## src/rtl/alu_mdu.sv

```systemverilog
// rtl/alu_mdu.sv - single-cycle ALU plus iterative multiply/divide execute unit
// Divider (DIV/DIVU/REM/REMU) is built only when ALU_MDU_DIV_EN is defined.
module alu_mdu #(
    parameter int XLEN = 32
) (
    input  logic            clk,
    input  logic            rst,
    input  logic            flush,
    input  logic            in_valid,
    output logic            in_ready,
    input  logic [4:0]      in_op,
    input  logic [XLEN-1:0] in_a,
    input  logic [XLEN-1:0] in_b,
    output logic            out_valid,
    input  logic            out_ready,
    output logic [XLEN-1:0] out_result,
    output logic            out_zero,
    output logic            out_illegal
);
    localparam int SHW = $clog2(XLEN);
    localparam logic [SHW-1:0] LAST = SHW'(XLEN - 1);

    typedef enum logic [1:0] {S_IDLE, S_BUSY, S_DONE} state_t;

    state_t              state_q, state_d;
    logic [SHW-1:0]      cnt_q, cnt_d;
    logic [2:0]          op_q, op_d;
    logic                sa_q, sa_d, sb_q, sb_d;
    logic [XLEN-1:0]     b_q, b_d;
    logic [2*XLEN-1:0]   p_q, p_d;
    logic [XLEN-1:0]     result_q, result_d;
    logic                zero_q, zero_d, illegal_q, illegal_d;

    logic                base_legal, m_legal, a_signed, b_signed, sa_in, sb_in;
    logic [SHW-1:0]      shamt;
    logic [XLEN-1:0]     alu, a_mag, b_mag, base_res, fin;
    logic [XLEN:0]       mul_sum;
    logic [2*XLEN-1:0]   it_next, prod;

    always_comb begin
        base_legal = 1'b0;
        case (in_op[3:0])
            4'b0000, 4'b1000, 4'b0111, 4'b0110, 4'b0100,
            4'b0001, 4'b0101, 4'b1101, 4'b0010, 4'b0011: base_legal = !in_op[4];
            default: base_legal = 1'b0;
        endcase
`ifdef ALU_MDU_DIV_EN
        m_legal = in_op[4] & !in_op[3];
`else
        m_legal = in_op[4] & !in_op[3] & !in_op[2];
`endif
    end

    always_comb begin
        shamt = in_b[SHW-1:0];
        case (in_op[3:0])
            4'b0000: alu = in_a + in_b;
            4'b1000: alu = in_a - in_b;
            4'b0111: alu = in_a & in_b;
            4'b0110: alu = in_a | in_b;
            4'b0100: alu = in_a ^ in_b;
            4'b0001: alu = in_a << shamt;
            4'b0101: alu = in_a >> shamt;
            4'b1101: alu = XLEN'($signed(in_a) >>> shamt);
            4'b0010: alu = {{(XLEN-1){1'b0}}, $signed(in_a) < $signed(in_b)};
            4'b0011: alu = {{(XLEN-1){1'b0}}, in_a < in_b};
            default: alu = '0;
        endcase
        base_res = base_legal ? alu : '0;
    end

    // Operands go through the datapath as magnitudes; signs are reapplied on DONE entry.
    always_comb begin
        a_signed = in_op[2] ? !in_op[0] : (in_op[1:0] == 2'b01 || in_op[1:0] == 2'b10);
        b_signed = in_op[2] ? !in_op[0] : (in_op[1:0] == 2'b01);
        sa_in    = in_a[XLEN-1] & a_signed;
        sb_in    = in_b[XLEN-1] & b_signed;
        a_mag    = sa_in ? -in_a : in_a;
        b_mag    = sb_in ? -in_b : in_b;
    end

    // p_q holds {accumulator, multiplier} for multiply and {remainder, quotient} for divide.
    always_comb begin
        mul_sum = {1'b0, p_q[2*XLEN-1:XLEN]} + (p_q[0] ? {1'b0, b_q} : '0);
        it_next = {mul_sum, p_q[XLEN-1:1]};
        prod    = (sa_q ^ sb_q) ? -it_next : it_next;
        fin     = op_q[2] ? '0 : ((op_q[1:0] == 2'b00) ? prod[XLEN-1:0] : prod[2*XLEN-1:XLEN]);
`ifdef ALU_MDU_DIV_EN
        if (op_q[2]) begin
            logic [XLEN:0]   div_shift, div_diff;
            logic [XLEN-1:0] q_raw, r_raw;
            div_shift = {p_q[2*XLEN-1:XLEN], p_q[XLEN-1]};
            div_diff  = div_shift - {1'b0, b_q};
            it_next   = div_diff[XLEN] ? {div_shift[XLEN-1:0], p_q[XLEN-2:0], 1'b0}
                                       : {div_diff[XLEN-1:0], p_q[XLEN-2:0], 1'b1};
            q_raw     = it_next[XLEN-1:0];
            r_raw     = it_next[2*XLEN-1:XLEN];
            if (op_q[1])
                fin = sa_q ? -r_raw : r_raw;
            else if (b_q == '0)
                fin = '1;
            else
                fin = (sa_q ^ sb_q) ? -q_raw : q_raw;
        end
`endif
    end

    always_comb begin
        state_d   = state_q;
        cnt_d     = cnt_q;
        op_d      = op_q;
        sa_d      = sa_q;
        sb_d      = sb_q;
        b_d       = b_q;
        p_d       = p_q;
        result_d  = result_q;
        zero_d    = zero_q;
        illegal_d = illegal_q;
        if (flush) begin
            state_d = S_IDLE;
            cnt_d   = '0;
        end else begin
            case (state_q)
                S_IDLE: if (in_valid) begin
                    op_d  = in_op[2:0];
                    sa_d  = sa_in;
                    sb_d  = sb_in;
                    b_d   = b_mag;
                    p_d   = {{XLEN{1'b0}}, a_mag};
                    cnt_d = '0;
                    if (m_legal) begin
                        state_d = S_BUSY;
                    end else begin
                        state_d   = S_DONE;
                        result_d  = base_res;
                        zero_d    = (base_res == '0);
                        illegal_d = !base_legal;
                    end
                end
                S_BUSY: begin
                    p_d   = it_next;
                    cnt_d = cnt_q + SHW'(1);
                    if (cnt_q == LAST) begin
                        state_d   = S_DONE;
                        cnt_d     = '0;
                        result_d  = fin;
                        zero_d    = (fin == '0);
                        illegal_d = 1'b0;
                    end
                end
                S_DONE: if (out_ready) state_d = S_IDLE;
                default: state_d = S_IDLE;
            endcase
        end
    end

    always_ff @(posedge clk or posedge rst) begin
        if (rst) begin
            state_q   <= S_IDLE;
            cnt_q     <= '0;
            op_q      <= '0;
            sa_q      <= 1'b0;
            sb_q      <= 1'b0;
            b_q       <= '0;
            p_q       <= '0;
            result_q  <= '0;
            zero_q    <= 1'b0;
            illegal_q <= 1'b0;
        end else begin
            state_q   <= state_d;
            cnt_q     <= cnt_d;
            op_q      <= op_d;
            sa_q      <= sa_d;
            sb_q      <= sb_d;
            b_q       <= b_d;
            p_q       <= p_d;
            result_q  <= result_d;
            zero_q    <= zero_d;
            illegal_q <= illegal_d;
        end
    end

    assign in_ready    = (state_q == S_IDLE);
    assign out_valid   = (state_q == S_DONE);
    assign out_result  = result_q;
    assign out_zero    = zero_q;
    assign out_illegal = illegal_q;
endmodule

```

## config.mk

```make
export PLATFORM = sky130hd
export DESIGN_NAME = alu_mdu
export DESIGN_NICKNAME = d
export VERILOG_FILES = /design/src/rtl/alu_mdu.sv
export SDC_FILE = /design/constraint.sdc
export NUM_CORES = 1
export LEC_CHECK = 0
export BUFFER_PORTS_ARGS = -buffer_cell sky130_fd_sc_hd__buf_2
export CORE_MARGIN = 2
export CORE_UTILIZATION = 40
export DETAILED_ROUTE_END_ITERATION = 8
export SETUP_SLACK_MARGIN = 0.3
export SLEW_MARGIN = 15
export SYNTH_ARGS = -nofsm -noshare
export SYNTH_HDL_FRONTEND = slang
export SYNTH_SLANG_ARGS = --single-unit
```

## constraint.sdc

```tcl
create_clock -name clk -period 10.2 [get_ports clk]
set_clock_uncertainty 0.2 [all_clocks]
set_input_delay 0.51 -clock clk [delete_from_list [all_inputs] [get_ports clk]]
set_output_delay 0.51 -clock clk [all_outputs]
set_load 0.01 [all_outputs]
```

==> results of run 1 <==
## per-layer routing
metal,track usage (%),vias to the layer above
li1,-,10500
met1,49.7,11900
met2,64.0,1422
met3,7.06,311
met4,26.4,2
met5,0,-
## cell families after synthesis
kind of cell               Yosys count  share of synthesized area [%]
and+or+nand+nor                    993                           22.8
DFF                                142                           16.7
muxes                              140                           9.95
xor gates and xnor gates           145                           6.00
AOI/OAI and AO/OA                  943                           29.8
adders and majority gates          141                           8.40
buffers and inverters              347                           6.35
## layout make-up
| type | count | area share (%) |
|---|---|---|
| clock buffer | 19 | 1.93 |
| tap | 688 | 3.76 |
| clock inverter | 12 | 0.803 |
| timing repair buffer | 163 | 4.17 |
| inverter | 127 | 2.10 |
| multi-input combinational | 2362 | 71.7 |
| sequential | 142 | 15.5 |
| antenna | 3 | 0.0328 |
## worst min path at each step
stage,cells past startpoint,start,end,slack (ns)
final,2,rst,cnt_q[0]$_DFFE_PP0P_,-0.04
after global routing,2,rst,cnt_q[1]$_DFFE_PP0P_,0.03
after CTS,2,rst,cnt_q[0]$_DFFE_PP0P_,0.002
after detailed placement,2,out_result[17]$_DFFE_PP0P_,out_result[17]$_DFFE_PP0P_,0.26
after global placement,2,out_result[9]$_DFFE_PP0P_,out_result[9]$_DFFE_PP0P_,0.25
after floorplan,2,b_q[31]$_DFFE_PP0P_,b_q[31]$_DFFE_PP0P_,0.24
## power breakdown
| part | total [mW] | internal, mW | switching (mW) |
|---|---|---|---|
| clock | 0.685 | 0.417 | 0.268 |
| sequential | 0.769 | 0.656 | 0.113 |
| combinational | 1.68 | 0.541 | 1.14 |
| total | 3.13 | 1.61 | 1.52 |
## worst max-delay path: cells and delay by family, from the launching register on
kind	cells	cell delay, ns
AND/OR/NAND/NOR	6	1.70
AO/OA/AOI/OAI	5	1.57
XOR/XNOR	2	0.71
adder cells (fa/ha/maj)	2	0.63
flip-flops	1	0.36
buffers and inverters	1	0.23
## registers in the layout, indices dropped and copies added, names as in the netlist
register	flops
p_q	64
sb_q	1
state_q	2
b_q	32
op_q	3
cnt_q	5
out_illegal	1
sa_q	1
out_result	32
out_zero	1
## stage by stage
step	utilization (%)	total power [mW]
5_1_grt	43.6	3.27
3_5_place_dp	42.4	2.40
6_report	43.6	3.13
4_1_cts	43.6	3.08
3_3_place_gp	42.4	2.39
2_1_floorplan	-	1.80
## cells in the mapped netlist (22+ instances only)
| library cell | number |
|---|---|
| a211oi_1 | 37 |
| a21o_1 | 29 |
| a21oi_1 | 199 |
| a22o_1 | 28 |
| a22oi_1 | 28 |
| a31oi_1 | 45 |
| and2_1 | 58 |
| and3_1 | 27 |
| buf_1 | 23 |
| buf_2 | 23 |
| clkbuf_1 | 170 |
| dfrtp_1 | 142 |
| ha_1 | 138 |
| inv_1 | 124 |
| mux2_2 | 22 |
| mux2i_1 | 63 |
| mux4_2 | 55 |
| nand2_1 | 339 |
| nand3_1 | 62 |
| nand4_1 | 28 |
| nor2_1 | 234 |
| nor3_1 | 68 |
| nor4_1 | 30 |
| o211ai_1 | 47 |
| o21a_1 | 23 |
| o21ai_0 | 220 |
| o31ai_1 | 40 |
| or3_1 | 23 |
| xnor2_1 | 112 |
| xor2_1 | 32 |
==> impl_results.md, run 1 <==
* Dpl ws at 4.53 ns
* Max Cap Viol at 0
* Row count at 84
* Met1 wire length at 44.6 mm
* Final Max Slew Viols at 0
* Most used DFF post-synth: dfrtp_1
* Residual DRC at 0
* Met2 WL post-DR at 51.5 mm
* Crit start category: register
* First-pass GRT wire length at 164 mm
* Skew-Pair Late Insertion Delay at 0.45 ns
* RSZ-0062 raised after global routing: false
* Via count at 24200
* Post-synth EDFFs at 0
* Worst reg2reg path startpoint: p_q[0]$_DFFE_PP0P_
* R2R depth at 16
* Area taken by multi-input logic gates at 16400 sq um
* R2r setup slk at 4.71 ns
* Fill count at 5518
* Fmax at 182 MHz
* Final hold slack at -0.0351 ns
* Most frequent cells in the layout: 339 x nand2_1, 230 x nor2_1, 219 x o21ai_0
* Seq/Total Area, Yosys at 16.7%
* Final Net Count at 3028
* Post CTS Setup Buffer Count at 0
* Gr ovfl total at 0
* DP HPWL at 89.3 mm
* Port Buf Inserts at 109
* Worst Setup SP: p_q[0]$_DFFE_PP0P_
* Critical Path Sink Type: register
* DR pass1 iterations at 6
* Die footprint at 55100 sq um
* CTS tree: done
* Highest routed layer: met5
* Top post-synthesis cells by area: dfrtp_1 17%, ha_1 8.1%, nand2_1 6.0%, mux4_2 5.8%, o21ai_0 5.2%
* CP Capture Point: out_zero$_DFFE_PP0P_
* Worst path cell trace: buf_4, and2_1, ha_1, fa_1, a21o_1, a221oi_4, o21ai_1, xnor2_1, nand4_1, nor4_4, a41oi_1, xnor2_1, a221o_1, nor4_1, nand4_1, nand3_1
* Commonest non-fill, non-tap cell in the layout: nand2_1
* Post-Layout Inst Area at 22900 sq um
* Die Y at 235 um
* Synthesized area at 21300 sq um
* Initial detailed-routing violation count at 3080
* Post-Route WL at 114 mm
* Total core area at 52600 sq um
* Warnings, synthesis at 0
* Gpl congestion at 1.03
* Mapped Nets at 3066
* Clk sinks at 142
* Wire per inst at 32.5 um
* Die span in x at 235 um
* Fin. Hold Viols at 22
* Routed met3 length at 9.45 mm
* Clock transition at path regs at 0.07 ns
* Final Setup Violations at 0
* Pwr per Cell Area at 137 nW/um^2
* Post-synth top area share at 16.7%
* Flops & latches, synth at 142
* GRT Util Overall at 40.1%
* Crit Path Max Fanout at 33
* Clk buf depth at 2
* Register area at 3550 sq um
* Violated checks: hold timing
* Avg Inst Size Synth at 7.46 sq um
* Vias in the first global route at 23000
* Slack of the critical path at 4.71 ns
* Status: finished with violations
* Min cycle time layout at 5.49 ns
* Max VDD drop at 110 uV
* Clock root cell: clkbuf_16
* Routed Antenna Nets at 0
* PostCTS Resize Cnt at 0
* Post-synthesis cell count at 2851
* Post-DR vias/cell at 6.87
* Synth area leader: dfrtp_1
* Cts bufs inserted at 17
* Slew margin rel. at 19.5%
* Post-CTS Hold Fix Bufs at 0
* Worst path slowest cell: nor4_4
* Area Overhead vs Synth at 7.69%
* Initial core utilization at 40.5%
* Non-filler cells, final at 3516
* I/O pins at 110
* Setup CP Type: reg2reg
* Placed cells at 3482
* Fraction of layout cells with a size suffix above 1 at 11.9%
* Final cycle utilization of the critical path at 53.9%
* Worst hold path class: in2async
* Largest net degree at the start of global routing at 78
* Post-route setup TNS at 0 ns
* Worst-margin pin slew at 1.20 ns
* Max stage delay on crit path at 0.52 ns
* Post-DP Area at 22300 sq um
* # H-tree levels at 4
* Critical path arrival at 5.68 ns
* Synth async-reset ratio at 100%
* Worst Path Required at 10.39 ns
* Critical R2R Capture: out_zero$_DFFE_PP0P_
* Leak pwr at 9.47 nW
* Initial antenna violation count at 2
* Distinct cells, synth at 103
(Power assumes the default switching activity.)
==> run 2: changes to the inputs <==
- clock period: 10.2 -> 4.7 ns (I/O delays scaled with it)
==> impl_results.md, run 2 (synthesis results as in run 1) <==
* Final hold slack at 0.0238 ns (was -0.0351 ns)
* Final Power at 7.33 mW (was 3.13 mW)
* Initial antenna violation count at 2 (unchanged)
* Fin. Hold Viols at 0 (was 22)
* Leak pwr at 10.9 nW (was 9.47 nW)
* Gr ovfl total at 0 (unchanged)
* Max Cap Viol at 0 (unchanged)
* DR pass1 iterations at 6 (unchanged)
* Fraction of layout cells with a size suffix above 1 at 21.4% (was 11.9%)
* Biggest register: p_q (unchanged)
* DP HPWL at 88.2 mm (was 89.3 mm)
* CTS tree: done (unchanged)
* I/O pins at 110 (unchanged)
* # diodes at 0 (was 3)
* Final Max Slew Viols at 0 (unchanged)
* Vias in the first global route at 24000 (was 23000)
* Die footprint at 55100 sq um (unchanged)
* Final cycle utilization of the critical path at 98.1% (was 53.9%)
* Crit start category: register (unchanged)
* Row count at 84 (unchanged)
* Min cycle time layout at 4.61 ns (was 5.49 ns)
* RSZ-0062 raised after global routing: true (was false)
* Via count at 25200 (was 24200)
* Commonest non-fill, non-tap cell in the layout: nand2_1 (unchanged)
* Clock transition at path regs at 0.07 ns (about the same)
* Die Y at 235 um (unchanged)
* Status: finished, final reports clean (was finished with violations)
* Slew margin rel. at 29.6% (was 19.5%)
* Critical Path Sink Type: register (unchanged)
* Total core area at 52600 sq um (unchanged)
* Worst Path Required at 4.88 ns (was 10.39 ns)
* Crit Path Max Fanout at 6 (was 33)
* Fill count at 5325 (was 5518)
* First-pass GRT wire length at 161 mm (was 164 mm)
* Setup CP Type: reg2reg (unchanged)
* Clk buf depth at 2 (unchanged)
* Port Buf Inserts at 109 (unchanged)
* Most frequent cells in the layout: 339 x nand2_1, 310 x buf_4, 230 x nor2_1 (was 339 x nand2_1, 230 x nor2_1, 219 x o21ai_0)
* Slack of the critical path at 0.0877 ns (was 4.71 ns)
* Largest net degree at the start of global routing at 88 (was 78)
* Pwr per Cell Area at 288 nW/um^2 (was 137 nW/um^2)
* Most frequent CP cell: nand4_1
* Final Net Count at 3303 (was 3028)
* Delay-heaviest family, CP: simple AND/OR/NAND/NOR gates (unchanged)
* Max stage delay on crit path at 0.59 ns (was 0.52 ns)
* Placed cells at 3737 (was 3482)
* Non-filler cells, final at 3789 (was 3516)
* Largest register FFs at 64 (unchanged)
* Worst path cell trace: nor4_1, nand4_1, o41ai_1, xor2_1, a211oi_1, a2111oi_2, nor4bb_1, nand4_1, nor4_2, buf_4, nand4_1, nand3_1 (was buf_4, and2_1, ha_1, fa_1, a21o_1, a221oi_4, o21ai_1, xnor2_1, nand4_1, nor4_4, a41oi_1, xnor2_1, a221o_1, nor4_1, nand4_1, nand3_1)
* Initial detailed-routing violation count at 3240 (was 3080)
* Clock root cell: clkbuf_16 (unchanged)
* Area Overhead vs Synth at 19.4% (was 7.69%)
* Worst-margin pin slew at 1.05 ns (was 1.20 ns)
* Worst path slowest cell: nor4_1 (was nor4_4)
* Worst path bufs/invs at 1 (unchanged)
* Worst hold path class: in2reg (was in2async)
* Skew-Pair Late Insertion Delay at 0.46 ns (was 0.45 ns)
* Wire per inst at 29.3 um (was 32.5 um)
* Post-DR vias/cell at 6.66 (was 6.87)
* Final Setup Violations at 0 (unchanged)
* Post-Route WL at 111 mm (was 114 mm)
* Max VDD drop at 273 uV (was 110 uV)
* Dpl ws at -0.0541 ns (was 4.53 ns)
* Fmax at 217 MHz (was 182 MHz)
* Initial core utilization at 40.5% (unchanged)
* Gpl congestion at 1.15 (was 1.03)
* Die span in x at 235 um (unchanged)
* GRT Util Overall at 38.8% (was 40.1%)
* # H-tree levels at 4 (unchanged)
* Final core occ at 48.4% (was 43.6%)
* Routed Antenna Nets at 0 (unchanged)
* Cts bufs inserted at 17 (unchanged)
* Clk sinks at 142 (unchanged)
* Residual DRC at 0 (unchanged)
* Critical path arrival at 4.79 ns (was 5.68 ns)
-- run 2: worst min-delay path, cell delays in order --
cell     delay (ns)
buf_2          0.18
xnor2_1        0.16
o21ai_0        0.06
-- run 2: power breakdown --
part	switching (mW)	internal [mW]
sequential	0.264	1.42
clock	0.604	0.857
combinational	2.61	1.57
total	3.47	3.85
-- run 2: timing repair --
item / in CTS / in global routing
setup buffers: 2 / 7
pin swaps: 8 / 18
resized for setup: 42 / 38
setup endpoints to repair: 11 / 16
endpoints found under the hold margin: 57 / 0
hold buffers: 11 / 0
-- run 2: path summary, 6_finish.rpt --
kind                                             end  cells after the start                 startpoint  slack, ns
min in group asynchronous       cnt_q[2]$_DFFE_PP0P_                      3                        rst       0.17
hold reg to reg            out_result[8]$_DFFE_PP0P_                      2  out_result[8]$_DFFE_PP0P_       0.27
hold / removal                   b_q[10]$_DFFE_PP0P_                      3                   in_b[10]       0.02
max in group asynchronous        b_q[31]$_DFFE_PP0P_                      4                        rst       3.08
setup / recovery                out_zero$_DFFE_PP0P_                     12         p_q[6]$_DFFE_PP0P_       0.09
setup reg to reg                out_zero$_DFFE_PP0P_                     12         p_q[6]$_DFFE_PP0P_       0.09
-- run 2: routing by layer --
layer  vias to the layer above  track usage (%)  wire [um]
met3                       382             6.00       9480
met2                      1567             61.6      49600
li1                      11100                -          -
met1                     12200             48.6      43200
met5                         -                0          0
met4                         0             26.2       9000
-- run 2: layout make-up --
class / instances / area [sq um] / share of cell area [%]
Inverter: 127 / 482 / 1.90
Multi-Input combinational cell: 2362 / 16800 / 65.9
Sequential cell: 142 / 3550 / 14.0
Tap cell: 688 / 861 / 3.39
Timing Repair Buffer: 438 / 3140 / 12.3
Clock buffer: 18 / 439 / 1.73
Clock inverter: 14 / 180 / 0.709
-- run 2: per-stage QoR --
step,setup TNS [ns],cell area [sq um]
global route,-0.00972,25400
finish,0,25400
global placement,0,24300
CTS,0,25200
floorplan,0,21300
detailed placement,-0.0541,24300
